==> src/rtl/eco32f_scoreboard.sv <==
// Register-file scoreboard for the decode stage.
// Per-register countdown counters cover fixed-latency producers (load, mul).
// A per-register pending bit plus a single busy flag covers the variable-latency
// divider, which reports completion through div_done.
module eco32f_scoreboard #(
    parameter int unsigned NREGS    = 32,
    parameter int unsigned AW       = 5,
    parameter int unsigned CNT_W    = 3,
    parameter int unsigned LAT_LOAD = 1,
    parameter int unsigned LAT_MUL  = 2
) (
    input  logic             clk,
    input  logic             rst,
    input  logic             id_valid,
    input  logic             id_stall,
    input  logic [AW-1:0]    id_rf_x_addr,
    input  logic             id_rf_x_used,
    input  logic [AW-1:0]    id_rf_y_addr,
    input  logic             id_rf_y_used,
    input  logic [AW-1:0]    id_rf_r_addr,
    input  logic             id_rf_r_we,
    input  logic [1:0]       id_op_class,
    input  logic             div_done,
    input  logic [AW-1:0]    div_rf_r_addr,
    input  logic             flush,
    output logic             id_bubble,
    output logic             id_issue,
    output logic             div_busy,
    output logic [NREGS-1:0] sb_pending
);

    localparam logic [1:0] OpAlu  = 2'd0;
    localparam logic [1:0] OpLoad = 2'd1;
    localparam logic [1:0] OpMul  = 2'd2;
    localparam logic [1:0] OpDiv  = 2'd3;

    // Reject parameter sets the counters cannot represent.
    generate
        if (LAT_LOAD < 1 || LAT_LOAD > (2 ** CNT_W) - 1) begin : g_bad_lat_load
            $error("eco32f_scoreboard: LAT_LOAD out of range for CNT_W");
        end
        if (LAT_MUL < 1 || LAT_MUL > (2 ** CNT_W) - 1) begin : g_bad_lat_mul
            $error("eco32f_scoreboard: LAT_MUL out of range for CNT_W");
        end
        if (NREGS != 2 ** AW) begin : g_bad_nregs
            $error("eco32f_scoreboard: NREGS must equal 2**AW");
        end
    endgenerate

    logic [CNT_W-1:0] r_cnt [NREGS];
    logic [NREGS-1:0] r_div_pend;
    logic             r_div_busy;

    logic [CNT_W-1:0] w_cnt_nxt [NREGS];
    logic [NREGS-1:0] w_div_pend_nxt;
    logic             w_div_busy_nxt;
    logic [NREGS-1:0] w_busy;
    logic             w_hazard;

    // Busy vector from registered state only; r0 is never busy.
    always_comb begin
        w_busy = '0;
        for (int i = 1; i < NREGS; i++) begin
            w_busy[i] = (r_cnt[i] != '0) | r_div_pend[i];
        end
    end

    // RAW, WAW and divider structural hazards drive the bubble.
    always_comb begin
        w_hazard  = (id_rf_x_used & w_busy[id_rf_x_addr])
                  | (id_rf_y_used & w_busy[id_rf_y_addr])
                  | (id_rf_r_we   & w_busy[id_rf_r_addr])
                  | ((id_op_class == OpDiv) & r_div_busy);
        id_bubble  = id_valid & ~flush & w_hazard;
        id_issue   = id_valid & ~id_stall & ~id_bubble & ~flush;
        div_busy   = r_div_busy;
        sb_pending = w_busy;
    end

    // Next-state: flush wins, then decrement, div completion, and issue (issue overrides).
    always_comb begin
        w_cnt_nxt      = r_cnt;
        w_div_pend_nxt = r_div_pend;
        w_div_busy_nxt = r_div_busy;
        if (flush) begin
            for (int i = 0; i < NREGS; i++) begin
                w_cnt_nxt[i] = '0;
            end
            w_div_pend_nxt = '0;
            w_div_busy_nxt = 1'b0;
        end else begin
            // Bubbles still advance the pipeline, so only a stall freezes counters.
            if (!id_stall) begin
                for (int i = 0; i < NREGS; i++) begin
                    if (r_cnt[i] != '0) begin
                        w_cnt_nxt[i] = r_cnt[i] - CNT_W'(1);
                    end
                end
            end
            if (div_done) begin
                w_div_pend_nxt[div_rf_r_addr] = 1'b0;
                w_div_busy_nxt                = 1'b0;
            end
            if (id_issue && id_rf_r_we && (id_rf_r_addr != '0)) begin
                unique case (id_op_class)
                    OpLoad: w_cnt_nxt[id_rf_r_addr] = CNT_W'(LAT_LOAD);
                    OpMul:  w_cnt_nxt[id_rf_r_addr] = CNT_W'(LAT_MUL);
                    OpDiv: begin
                        w_div_pend_nxt[id_rf_r_addr] = 1'b1;
                        w_div_busy_nxt               = 1'b1;
                    end
                    OpAlu:  ;
                    default: ;
                endcase
            end
        end
    end

    // State registers with asynchronous reset.
    always_ff @(posedge clk or posedge rst) begin
        if (rst) begin
            for (int i = 0; i < NREGS; i++) begin
                r_cnt[i] <= '0;
            end
            r_div_pend <= '0;
            r_div_busy <= 1'b0;
        end else begin
            for (int i = 0; i < NREGS; i++) begin
                r_cnt[i] <= w_cnt_nxt[i];
            end
            r_div_pend <= w_div_pend_nxt;
            r_div_busy <= w_div_busy_nxt;
        end
    end

endmodule
==> config.mk <==
export PLATFORM = sky130hd
export DESIGN_NAME = eco32f_scoreboard
export DESIGN_NICKNAME = d
export VERILOG_FILES = /design/src/rtl/eco32f_scoreboard.sv
export SDC_FILE = /design/constraint.sdc
export NUM_CORES = 1
export LEC_CHECK = 0
export ABC_CLOCK_PERIOD_IN_PS = 4300
export CAP_MARGIN = 20
export CORE_ASPECT_RATIO = 0.75
export CORE_MARGIN = 1.5
export CORE_UTILIZATION = 25
export CTS_CLUSTER_SIZE = 40
export DETAILED_ROUTE_END_ITERATION = 8
export PLACE_DENSITY_LB_ADDON = 0.25
export SETUP_SLACK_MARGIN = 0.3
export SLEW_MARGIN = 10
export SYNTH_ARGS = -nofsm -noshare
export SYNTH_HDL_FRONTEND = slang
export SYNTH_SLANG_ARGS = --single-unit
==> constraint.sdc <==
create_clock -name clk -period 4.3 [get_ports clk]
set_input_delay 0.43 -clock clk [delete_from_list [all_inputs] [get_ports clk]]
set_output_delay 0.43 -clock clk [all_outputs]
set_load 0.1 [all_outputs]
Word level (Yosys, flattened, before mapping) --
Index checks and enable logic that the tools add are counted.
Cells by class: add/sub/neg operators 32, magnitude comparators 8, eq/ne operators 3, muxes and demuxes 58, bitwise operators 56, reductions and logical operators 38
Operator list (count):
- 2-to-1 mux 96 bit | 4
- one-hot mux 96 bit (2 select lines) | 1
- 2-to-1 mux 32 bit | 5
- bitwise AND 64 bit | 2
- inverter 64 bit | 2
- 2-to-1 mux 3 bit | 33
- bitwise OR 32 bit | 3
- nonzero test 3 bit | 32
- subtractor 3 x 1 -> 3 bit, second input constant | 32
- bitwise OR 1 bit | 34
- bitwise AND 32 bit | 1
- inverter 32 bit | 1
- < comparator 5 x 6 -> 1 bit, second input constant | 4
- binary-select mux 1 bit (select 5 bit) | 3
- demux 3 bit (select 5 bit) | 1
- demux 1 bit (select 5 bit) | 2
- >= comparator 5 x 1 -> 1 bit, second input constant | 2
- bitwise AND 1 bit | 9
- 2-to-1 mux 1 bit | 9
- >= comparator 6 bit, second input constant | 1
- < comparator 6 x 1 -> 1 bit, second input constant | 1
- inverter 5 -> 6 bit | 1
- logical AND 1 bit | 5
- nonzero test 5 bit | 1
- 3 further kinds | 6
Storage, ports and cells: register bits 129, bits of input ports 31, output and inout bits 35, word-level logic and storage cells 229

Longest topological paths before layout --
depth in word-level cells 16, gate-level depth with buffers 13, mapped depth without buffers 10

Worst setup path after synthesis --
Ideal clock, no wire load.
kind reg-to-output, start point register r_cnt[15] (netlist name), end point output port id_bubble, arrival 4.475 ns, required time 3.870 ns, setup slack -0.605 ns, stages on the path, launching flop included 13, path buffers 4, cell sequence dfrtp_1 inv_1 ha_1 or3b_1 clkbuf_1 mux4_2 mux2i_1 a221oi_1 a2111oi_2 buf_4 buf_12 buf_8 a21oi_1
Between the ends: cells in the longest elaborated chain, start to end 9, elaborated cells on any way between the ends 15, those cells by class 6 x mux; 8 x bitwise; 1 x reduce/logical
Ends and longest elaborated chain:
- start, declared | RTL line 50 | logic [CNT_W-1:0] r_cnt [NREGS];
- start signal, assigned by index | RTL line 129 | r_cnt[i] <= w_cnt_nxt[i];
- nonzero test 3 bit (*) | RTL line 64 | w_busy[i] = (r_cnt[i] != '0) | r_div_pend[i];
- bitwise OR 1 bit (*) | RTL line 64
- net sb_pending[26] | RTL line 29 | output logic [NREGS-1:0] sb_pending
- binary-select mux 1 bit (select 5 bit) (on tied branches) | RTL line 70, 71
- 2-to-1 mux 1 bit (on tied branches) | RTL line 70, 71
- bitwise AND 1 bit (on tied branches) | RTL line 70, 71
- bitwise OR 1 bit | RTL line 71 | | (id_rf_y_used & w_busy[id_rf_y_addr])
- bitwise OR 1 bit (*) | RTL line 72 | | (id_rf_r_we & w_busy[id_rf_r_addr])
- bitwise OR 1 bit (*) | RTL line 73 | | ((id_op_class == OpDiv) & r_div_busy);
- bitwise AND 1 bit (*) | RTL line 74 | id_bubble = id_valid & ~flush & w_hazard;
- end, declared | RTL line 26 | output logic id_bubble,
Mark *: on every way through the listed nets, which the timed path passes. The rest lies on a longest branch. The select of a mux whose other input is x is not followed.

Worst setup path in the final report --
start point register r_cnt[9] (netlist name), end point output port id_issue
Between the ends: cells in the longest elaborated chain, start to end 12, elaborated cells on any way between the ends 18, those cells by class 6 x mux; 11 x bitwise; 1 x reduce/logical
Ends and longest elaborated chain:
- nonzero test 3 bit (*) | RTL line 64
- bitwise OR 1 bit (*) | RTL line 64
- binary-select mux 1 bit (select 5 bit) (on tied branches) | RTL line 70, 71
- 2-to-1 mux 1 bit (on tied branches) | RTL line 70, 71
- bitwise AND 1 bit (on tied branches) | RTL line 70, 71
- bitwise OR 1 bit | RTL line 71
- bitwise OR 1 bit (*) | RTL line 72
- bitwise OR 1 bit (*) | RTL line 73
- bitwise AND 1 bit (*) | RTL line 74
- inverter 1 bit (*) | RTL line 75 | id_issue = id_valid & ~id_stall & ~id_bubble & ~flush;
- bitwise AND 1 bit (*) (2 in a row) | RTL line 75
- end, declared | RTL line 27 | output logic id_issue,
Every way passes the cells marked *; elsewhere a longest branch is shown, timed or not. The select of a mux whose other input is x is not followed.

==> summary.md <==
| Metric | Value |
|---|---|
| Max Buffers Root-to-Sink | 2 |
| Max Fclk | 0.260 GHz |
| RSZ-0062 raised after global routing | false |
| # rows | 65 |
| Worst hold path class | input port to register |
| Setup crit end kind | output pin |
| Syn Area/Cell | 7.95 sq um |
| Setup violations, final | 0 |
| Layout Skew | 13.9 ps |
| Hold path endpoint | r_div_pend[31] |
| Max Transition Viols Final | 0 |
| Startpoint types | register |
| Top FF cell, synth | dfrtp_1 |
| Syn nets | 1437 |
| H-tree lvl count | 4 |
| P&R area growth vs syn | 18.5% |
| Period minus WS final | 3850 ps |
| Initial Util | 25.4% |
| Pleak | 0.00467 uW |
| Final worst slack | 452 ps |
| Max IR drop VDD | 0.200 mV |
| Outcome | finished, final reports clean |
| Die Wd | 241 microns |
| Final Cell Area | 0.0126 sq mm |
| Number of remaining DRC errors | 0 |
| Clock sink count | 125 |
| Vias | 10500 |
| Register area share after synthesis | 29.3% |
| Setup_tns | 0 ps |
| Routed wire length | 42200 microns |
| Routability congestion estimate | 0.925 |
| Total CTS buffers | 17 |
| Share of cells above drive strength 1 | 11.6% |
| First-pass GRT wire length | 64300 microns |
| Cts hold-fix bufs | 0 |
| Worst Path Class, Setup | register to output pin |
| Reg clk slew, reported paths | 60 ps |
| Critical Path RT | 3870 ps |
| Post-synth ARST share | 100% |
| WHS Path Cells | 2 |
| Hold_sp | flush |
| Post-synth EDFFs | 0 |
| Power density over cell area | 245 mW/mm^2 |
| Commonest non-fill, non-tap cell in the layout | a21oi_1 |
| Initial antenna violation count | 1 |
| Core Area | 0.0420 sq mm |
| Worst path arrival time | 3420 ps |
| CTS root buf | clkbuf_16 |
| Worst slew margin | 33.3% |
| Drt via density | 5.41 |
| Skew-Pair Late Insertion Delay | 460 ps |
| Commonest non-fill, non-tap cells in the layout | a21oi_1 (205), dfrtp_1 (125), inv_1 (112) |
| Tot GR Track Use | 19.7% |
| Largest net degree at the start of global routing | 94 |
| Chip Height | 182 microns |
| Worst R2R End | r_cnt[40] |
| Critical Path Fanout Max | 8 |
| CTS tree | built |
| Mapped Cells | 1341 |
| IO Count | 66 |
| Reg2reg start | r_cnt[9] |
| DRT Pass-1 Iters | 5 |
| Synthesized cell area | 0.0107 sq mm |
| # port buffers | 64 |
| Total congestion overflow | 0 |
| Placed Instance Area | 0.0120 sq mm |
| Crit share post-route | 89.5% |
| Final ANT Viol Nets | 0 |
| Vias in the first global route | 10100 |
| Worst reg2reg path depth | 12 |
| FF+latch count, synth | 125 |
| Slew @ Worst Pin | 997 ps |
| 1st-iter DRT viols | 1066 |
| WL per Instance | 21.7 microns |
| Die area | 0.0439 sq mm |
| Ys Warns | 0 |
| Fin. Hold Viols | 0 |
| Post-synth cell types | 68 |
| Number of max-cap violations | 0 |
| Nets | 1460 |
| Post-DP HPWL | 29600 microns |
| Flop-to-flop setup slack | 670 ps |
| Place WS | 354 ps |
==> state kept, by name, summed over array words and instances (netlist names) <==
| name | count |
|---|---|
| div_busy | 1 |
| r_cnt | 93 |
| r_div_pend | 31 |
==> power by group <==
part           switching, uW  internal, uW
Clock                    606           789
Combinational            365           156
Sequential             0.291          1180
Total                    972          2120
==> how the worst max path moves through the flow <==
stage                          startpoint   endpoint  slack, ps  cells past startpoint
final                            r_cnt[9]   id_issue        450                     10
after global placement    id_rf_x_addr[0]  r_cnt[70]        420                     10
after CTS                       r_cnt[12]   id_issue        380                     10
after global routing             r_cnt[9]   id_issue        310                     10
after detailed placement  id_rf_y_addr[0]  r_cnt[63]        350                     10
after floorplan                 r_cnt[18]   id_issue        310                     11
==> cells by family (layout without fill, tap and decap cells) <==
kind of cell | after synthesis | after routing | share of synthesized area, %
other cells | 1 | 2 | 0.0352
mux | 11 | 11 | 1.40
compound gates | 458 | 458 | 27.5
simple gates | 428 | 428 | 22.8
buf+inv | 222 | 258 | 8.78
fa+ha+maj | 65 | 65 | 7.63
xor+xnor | 31 | 31 | 2.55
flops | 125 | 125 | 29.3
==> timing repair <==
item | 4_1_cts | 5_1_grt
gates resized for setup | 3 | 12
endpoints found under the setup margin | 2 | 2
gates cloned | 1 | 0
buffers inserted | 1 | 2
pin swaps | 1 | 2
==> through the flow <==
stage	total power [uW]	instances	utilization, %	hold WS, ps
detailed placement	1700	1910	28.5	537
CTS	3100	1944	29.9	420
floorplan	1510	1341	-	506
global route	3210	1946	30.0	450
finish	3090	1947	30.1	439
global placement	1700	1910	28.5	529
==> critical path, stage by stage (launching register included) <==
cell       delay [ps]
dfrtp_1           390
inv_1              90
ha_2              210
or3b_4            450
a221oi_2          300
a221oi_1           90
or3_1             380
a2111oi_4         460
buf_12            190
and3_2            210
buf_12            170
==> synthesized netlist by cell type (15+ instances only) <==
master    count  share of area (%)
nand4_1      31                1.8
a311o_1      64                6.0
o21ai_0      65                3.1
inv_1       114                4.0
buf_2        19               0.89
nand3_2      27                2.5
clkbuf_1     73                2.6
ha_1         65                7.6
nor3b_1      16                1.1
a211oi_1     35                2.5
nand2_1      98                3.4
dfrtp_1     125                 29
xnor2_1      31                2.5
a21oi_1     207                9.7
nor2b_1      72                4.2
a31oi_1      31                1.8
nand2b_1     15               0.88
nor2_1       80                2.8
==> metal layers <==
| layer | GRT usage [%] | wire (microns) |
|---|---|---|
| met1 | 29.1 | 20700 |
| met2 | 27.7 | 17400 |
| met3 | 4.53 | 2930 |
| met4 | 6.20 | 1080 |
| met5 | 0 | 8 |
==> cell type report <==
type / instances / area, sq um
antenna: 1 / 2.50
clock buffer: 21 / 480
clock inverter: 11 / 67.6
fill: 4491 / 29400
inverter: 114 / 433
multi-input combinational: 994 / 6720
sequential: 125 / 3130
tap: 569 / 712
timing repair buffer: 112 / 1090
Power figures use the tool's default switching activity.
